[config.mk]
export PLATFORM = sky130hd
export DESIGN_NAME = spi_slave_rx_flat
export DESIGN_NICKNAME = d
export VERILOG_FILES = /design/src/rtl/spi_slave_rx_if.sv /design/src/rtl/spi_slave_rx.sv /design/src/flat_wrapper.sv
export SDC_FILE = /design/constraint.sdc
export NUM_CORES = 1
export LEC_CHECK = 0
export ABC_AREA = 1
export CAP_MARGIN = 40
export CORE_MARGIN = 8
export CORE_UTILIZATION = 52
export CTS_CLUSTER_DIAMETER = 150
export DETAILED_ROUTE_END_ITERATION = 6
export HOLD_SLACK_MARGIN = 0.03
export PLACE_DENSITY = 0.79
export SLEW_MARGIN = 20
export SYNTH_ARGS = -nofsm -noshare
export SYNTH_HDL_FRONTEND = slang
export SYNTH_SLANG_ARGS = --single-unit
[constraint.sdc]
create_clock -name clk -period 3.9 [get_ports clk]
set_clock_uncertainty 0.2 [all_clocks]
set_input_delay 0.585 -clock clk [delete_from_list [all_inputs] [get_ports clk]]
set_output_delay 0.585 -clock clk [all_outputs]
set_load 0.01 [all_outputs]
[src/rtl/spi_slave_rx_if.sv]
// Bundle of SPI link lines and parallel receive-side signals for spi_slave_rx.
// The master modport is the SPI master/consumer view; the slave modport is the receiver.
interface spi_slave_rx_if #(
    parameter int DATA_WIDTH = 16,
    parameter int CNT_WIDTH  = 5
) ();
    logic                  spi_cs_l;
    logic                  spi_sclk;
    logic                  spi_data;
    logic                  rd_ack;
    logic [DATA_WIDTH-1:0] dataout;
    logic                  data_valid;
    logic                  frame_err;
    logic                  busy;
    logic [CNT_WIDTH-1:0]  counter;
    logic                  overrun;

    modport master (
        output spi_cs_l, spi_sclk, spi_data, rd_ack,
        input  dataout, data_valid, frame_err, busy, counter, overrun
    );

    modport slave (
        input  spi_cs_l, spi_sclk, spi_data, rd_ack,
        output dataout, data_valid, frame_err, busy, counter, overrun
    );
endinterface

[src/rtl/spi_slave_rx.sv]
// SPI mode-0 receiver: oversamples cs/sclk/data in clk, shifts MSB-first words, strobes data_valid.
// Optional sticky overrun detection is built when SPI_RX_OVERRUN_EN is defined.
//
// state | meaning
// ------+----------------------------------------------------------
// IDLE  | waiting for chip select to go active, counter held at 0
// RECV  | frame in progress, one bit shifted per sclk rising edge
// DONE  | word delivered, further sclk edges ignored until cs rises
module spi_slave_rx #(
    parameter int DATA_WIDTH = 16,
    parameter int CNT_WIDTH  = 5
) (
    input logic          clk,
    input logic          reset,
    spi_slave_rx_if.slave bus
);

    typedef enum logic [1:0] {
        IDLE = 2'd0,
        RECV = 2'd1,
        DONE = 2'd2
    } state_t;

    localparam logic [CNT_WIDTH-1:0] LAST_BIT = CNT_WIDTH'(DATA_WIDTH - 1);

    state_t                state;
    logic                  cs_s1, cs_s2, cs_s3;
    logic                  sclk_s1, sclk_s2, sclk_s3;
    logic                  data_s1, data_s2;
    logic [DATA_WIDTH-1:0] shreg;
    logic [DATA_WIDTH-1:0] dataout_q;
    logic                  data_valid_q;
    logic                  frame_err_q;
    logic                  busy_q;
    logic [CNT_WIDTH-1:0]  counter_q;

    logic sclk_rise;
    logic cs_rise;
    logic cs_act;

    // cs chain resets high so leaving reset never looks like a cs edge
    always_ff @(posedge clk) begin
        if (!reset) begin
            cs_s1   <= 1'b1;
            cs_s2   <= 1'b1;
            cs_s3   <= 1'b1;
            sclk_s1 <= 1'b0;
            sclk_s2 <= 1'b0;
            sclk_s3 <= 1'b0;
            data_s1 <= 1'b0;
            data_s2 <= 1'b0;
        end else begin
            cs_s1   <= bus.spi_cs_l;
            cs_s2   <= cs_s1;
            cs_s3   <= cs_s2;
            sclk_s1 <= bus.spi_sclk;
            sclk_s2 <= sclk_s1;
            sclk_s3 <= sclk_s2;
            data_s1 <= bus.spi_data;
            data_s2 <= data_s1;
        end
    end

    assign sclk_rise = sclk_s2 & ~sclk_s3;
    assign cs_rise   = cs_s2 & ~cs_s3;
    assign cs_act    = ~cs_s2;

    always_ff @(posedge clk) begin
        if (!reset) begin
            state        <= IDLE;
            shreg        <= '0;
            dataout_q    <= '0;
            data_valid_q <= 1'b0;
            frame_err_q  <= 1'b0;
            busy_q       <= 1'b0;
            counter_q    <= '0;
        end else begin
            data_valid_q <= 1'b0;
            frame_err_q  <= 1'b0;
            case (state)
                IDLE: begin
                    counter_q <= '0;
                    if (cs_act) begin
                        state  <= RECV;
                        busy_q <= 1'b1;
                    end
                end
                RECV: begin
                    // cs release takes priority over a coincident sclk edge
                    if (cs_rise) begin
                        if (counter_q != '0) begin
                            frame_err_q <= 1'b1;
                        end
                        counter_q <= '0;
                        busy_q    <= 1'b0;
                        state     <= IDLE;
                    end else if (sclk_rise) begin
                        shreg <= {shreg[DATA_WIDTH-2:0], data_s2};
                        if (counter_q == LAST_BIT) begin
                            dataout_q    <= {shreg[DATA_WIDTH-2:0], data_s2};
                            data_valid_q <= 1'b1;
                            counter_q    <= '0;
                            busy_q       <= 1'b0;
                            state        <= DONE;
                        end else begin
                            counter_q <= counter_q + 1'b1;
                        end
                    end
                end
                DONE: begin
                    counter_q <= '0;
                    if (cs_rise) begin
                        state <= IDLE;
                    end
                end
                default: begin
                    counter_q <= '0;
                    busy_q    <= 1'b0;
                    state     <= IDLE;
                end
            endcase
        end
    end

    assign bus.dataout    = dataout_q;
    assign bus.data_valid = data_valid_q;
    assign bus.frame_err  = frame_err_q;
    assign bus.busy       = busy_q;
    assign bus.counter    = counter_q;

`ifdef SPI_RX_OVERRUN_EN
    logic unread;
    logic overrun_q;

    // a word landing together with rd_ack still counts as unread
    always_ff @(posedge clk) begin
        if (!reset) begin
            unread    <= 1'b0;
            overrun_q <= 1'b0;
        end else begin
            if (data_valid_q) begin
                unread <= 1'b1;
                if (unread) begin
                    overrun_q <= 1'b1;
                end
            end else if (bus.rd_ack) begin
                unread <= 1'b0;
            end
        end
    end

    assign bus.overrun = overrun_q;
`else
    logic unused_rd_ack;

    assign unused_rd_ack = bus.rd_ack;
    assign bus.overrun   = 1'b0;
`endif

endmodule
[src/flat_wrapper.sv]
// flat-port wrapper written by rule: the top's interface ports become plain ports
module spi_slave_rx_flat 
#(
    parameter int DATA_WIDTH = 16,
    parameter int CNT_WIDTH  = 5
)
  (clk, reset, bus_spi_cs_l, bus_spi_sclk, bus_spi_data, bus_rd_ack, bus_dataout, bus_data_valid, bus_frame_err, bus_busy, bus_counter, bus_overrun);
  spi_slave_rx_if #(.DATA_WIDTH(DATA_WIDTH), .CNT_WIDTH(CNT_WIDTH)) bus_i ();
  input logic clk;
  input logic reset;
  input wire logic [$bits(bus_i.spi_cs_l)-1:0] bus_spi_cs_l;
  input wire logic [$bits(bus_i.spi_sclk)-1:0] bus_spi_sclk;
  input wire logic [$bits(bus_i.spi_data)-1:0] bus_spi_data;
  input wire logic [$bits(bus_i.rd_ack)-1:0] bus_rd_ack;
  output wire logic [$bits(bus_i.dataout)-1:0] bus_dataout;
  output wire logic [$bits(bus_i.data_valid)-1:0] bus_data_valid;
  output wire logic [$bits(bus_i.frame_err)-1:0] bus_frame_err;
  output wire logic [$bits(bus_i.busy)-1:0] bus_busy;
  output wire logic [$bits(bus_i.counter)-1:0] bus_counter;
  output wire logic [$bits(bus_i.overrun)-1:0] bus_overrun;
  assign bus_i.spi_cs_l = bus_spi_cs_l;
  assign bus_i.spi_sclk = bus_spi_sclk;
  assign bus_i.spi_data = bus_spi_data;
  assign bus_i.rd_ack = bus_rd_ack;
  assign bus_dataout = bus_i.dataout;
  assign bus_data_valid = bus_i.data_valid;
  assign bus_frame_err = bus_i.frame_err;
  assign bus_busy = bus_i.busy;
  assign bus_counter = bus_i.counter;
  assign bus_overrun = bus_i.overrun;
  spi_slave_rx #(.DATA_WIDTH(DATA_WIDTH), .CNT_WIDTH(CNT_WIDTH)) u_core (.clk(clk), .reset(reset), .bus(bus_i));
endmodule
==> results.py <==
metrics = {
    "cts": {
        "cts_sinks": 49,
        "cts-htree-levels": 2,
        "postCtsHoldBufs": 0,
        "post_cts_sizing_count": 0,
        "clk_path_buf_depth": 2,
        "clkLatencyLatePin_ns": 0.37,
        "tritoncts_buffers": 5,
        "cts-root-buf": "clkbuf_4",
        "setup_fix_buffers_added_after_clock_tree_synthesis": 0,
        "cts_tree": "yes",
        "clkTransAtPathRegs_ns": 0.13,
    },
    "worst_setup_path": {
        "critPathMaxFanout": 27,
        "rrSetupSlack_ns": 2.09,
        "critical_path_class": "in -> reg",
        "timing.reg2reg.worst_path_depth": 7,
        "worstSetupStartpointType": "input pin",
        "critical_path.reg2reg.endpoint": "u_core.bus.dataout[8]",
        "crit_required_ns": 3.98,
        "reg2reg_from": "u_core.bus.counter[0]",
        "setup.worst_path.end_class": "flop",
        "worst-endpoint-arrival_ns": 2.54,
    },
    "die": {
        "dieWidth_um": 76.2,
        "fp-row-count": 22,
        "initial_core_util_pct": 52.7,
        "floorplan.die_area_mm2": 0.00581,
        "floorplan.io_pins": 31,
        "fp.coreArea_mm2": 0.00358,
        "die_h_um": 76.2,
    },
    "layout": {
        "multi_input_area_um2": 763,
        "seqCellArea_um2": 981,
        "antenna_diode_count": 0,
        "areaGrowthSynthToFinish_pct": 18.3,
        "post_route_cells_drive_above_1_share_pct": 10.5,
        "layout.filler_cells": 330,
        "num-nets-final": 273,
        "instances_no_fill": 314,
    },
    "synth": {
        "synth_top_flop_cell": "dfxtp_1",
        "post_synth.cell_area_avg_um2": 7.92,
        "yosysMostFrequentCell": "nand2_1",
        "yosys-top-cells-count": "nand2_1, dfxtp_1, nor2_1",
        "synth.area.top_cells": "dfxtp_1, nand2_1, nor2_1, o21ai_0, inv_1",
        "yosys_warnings": 0,
        "synth_seq_area_share_pct": 52.1,
        "netlist-cell-type-count": 32,
        "synthCells": 238,
        "yosysTopAreaCellShare_pct": 52.1,
        "synth_fp_nets": 246,
        "syn-cell-area_mm2": 0.00188,
        "ys_seq_elements": 49,
        "asyncSetResetFlopFracSynth_pct": 0,
        "synth_edf_count": 0,
        "synth_area_leader_cell": "dfxtp_1",
    },
    "timing": {
        "final.setup.tns_ns": 0,
        "drv_slew": 0,
        "fin_hold_ws_ns": 0.228,
        "worst_pin_slew_ns": 0.589,
        "final_min_period_over_clock_period_pct": 63.0,
        "max_clock_freq_mhz": 407,
        "setup_viol": 0,
        "timing_hold_violations_final": 0,
        "slew-limit-headroom_pct": 60.5,
        "min_period_ns": 2.46,
        "grt_setup_unrepaired": "false",
    },
    "drt": {
        "via_count": 1516,
        "wire_per_inst_um": 11.4,
        "drc": 0,
        "drtIter0Drc": 72,
        "detail-route-antenna-nets": 0,
        "routed_via_density": 4.83,
        "drt_pre_antenna_iters": 4,
        "wire_length_after_detailed_routing_um": 3570,
    },
    "global_routing": {
        "groute.usage.overall_pct": 13.5,
        "number_of_global_route_vias_before_repair": 1494,
        "grt_antenna_before_repair": 0,
        "grt_max_degree": 28,
        "wire_length_of_the_first_global_routing_pass_um": 6390,
        "total_overflow_reported_by_the_global_router": 0,
    },
    "power_and_ir_drop": {
        "power.share.clock_pct": 23.0,
        "ir_drop_v": 0.000231,
        "net-switching-power_uw": 293,
        "swShare_pct": 30.6,
        "p_per_area_mw_per_mm2": 430,
        "p_seq_share_pct": 57.5,
        "comb_power_share_pct": 19.5,
        "power.static_leakage_nw": 0.918,
        "internal-power_uw": 665,
    },
    "run": {
        "timing.max_cap.violations": 0,
    },
    "place": {
        "routabilityCongestion": 0.800,
        "place.detailed.instances": 306,
        "dp.final_hpwl_um": 2470,
        "place.port_buffers": 28,
    },
    "run_status": {
        "status": "complete, no violations",
    },
    "min_path": {
        "hold_path.class": "reg -> reg",
        "hold_path_startpoint": "u_core.cs_s1",
        "hold_path_depth": 1,
        "hold-path-endpoint": "u_core.cs_s2",
    },
}
[area by class of cell]
cell class	count	area share (%)
clock buffer	6	1.85
timing repair buffer	29	12.9
multi-input combinational	158	34.3
sequential	49	44.0
inverter	22	3.82
clock inverter	2	0.449
tap	48	2.70
[cells in the final DEF, fill, tap and decap left out]
master	instances
a31oi_1	1
clkinv_2	2
or2_2	2
inv_2	2
ha_1	2
clkdlybuf4s50_1	28
nand4_1	1
nand3_4	1
nor2_2	1
a31o_2	1
o21ai_1	3
a21oi_2	6
o21ai_0	15
conb_1	1
dfxtp_1	49
nor2_1	45
clkinv_1	1
clkbuf_1	1
a21oi_1	10
clkbuf_4	5
inv_4	1
nand2_2	2
a211oi_1	1
inv_1	18
nor3_1	1
buf_4	1
nor2_4	4
xor2_1	1
nor3b_1	1
o21bai_1	1
nand3_1	3
nand2_1	55
[metrics by stage]
step	utilization (%)	setup WS [ns]	instance area (um^2)	power, mW
3_3_place_gp	60.8	1.14	2180	0.743
6_report	62.3	1.44	2230	0.958
4_1_cts	62.3	1.42	2230	0.970
3_5_place_dp	60.8	1.10	2180	0.750
2_1_floorplan	-	2.26	1880	0.708
5_1_grt	62.3	1.22	2230	1.03
[how the worst max path moves through the flow]
stage                     slack (ns)                    end  cells after the start  startpoint
after floorplan                 2.26  u_core.bus.data_valid                      4       reset
after global placement          1.14  u_core.bus.counter[0]                      6       reset
after detailed placement        1.10  u_core.bus.counter[2]                      6       reset
after CTS                       1.42  u_core.bus.counter[2]                      6       reset
after global routing            1.22  u_core.bus.counter[2]                      6       reset
final                           1.44  u_core.bus.counter[2]                      6       reset
[per-layer routing]
metal | track usage [%] | wire length [um]
met5 | 0 | 0
met4 | 7.69 | 89
met3 | 6.25 | 224
met2 | 21.8 | 1610
met1 | 14.1 | 1640
[power groups by stage]
stage                     registers (mW)  clock network (mW)  logic, mW
after global routing               0.555               0.253      0.220
after CTS                          0.551               0.230      0.190
final                              0.551               0.220      0.187
after detailed placement           0.562                   0      0.189
after floorplan                    0.560                   0      0.148
after global placement             0.561                   0      0.182
[kinds of logic after synthesis]
| family | after synthesis | share of synthesized area (%) |
|---|---|---|
| simple gates | 116 | 26.7 |
| compound gates | 38 | 11.8 |
| buf+inv | 31 | 7.44 |
| flops | 49 | 52.1 |
| other cells | 1 | 0.199 |
| fa+ha+maj | 2 | 1.33 |
| xor+xnor | 1 | 0.465 |
[worst max-delay path, stage by stage]
cell             delay, ns
clkdlybuf4s50_1       0.45
buf_4                 0.25
clkinv_1              0.54
nor2_1                0.37
inv_1                 0.10
nor3b_1               0.23
[registers in the layout, summed over array words and instances (netlist names), 2 cells and up]
register,flops
u_core.bus.counter,5
u_core.shreg,15
u_core.state,2
u_core.bus.dataout,16
Note: power is estimated with default switching activity, not from simulation.
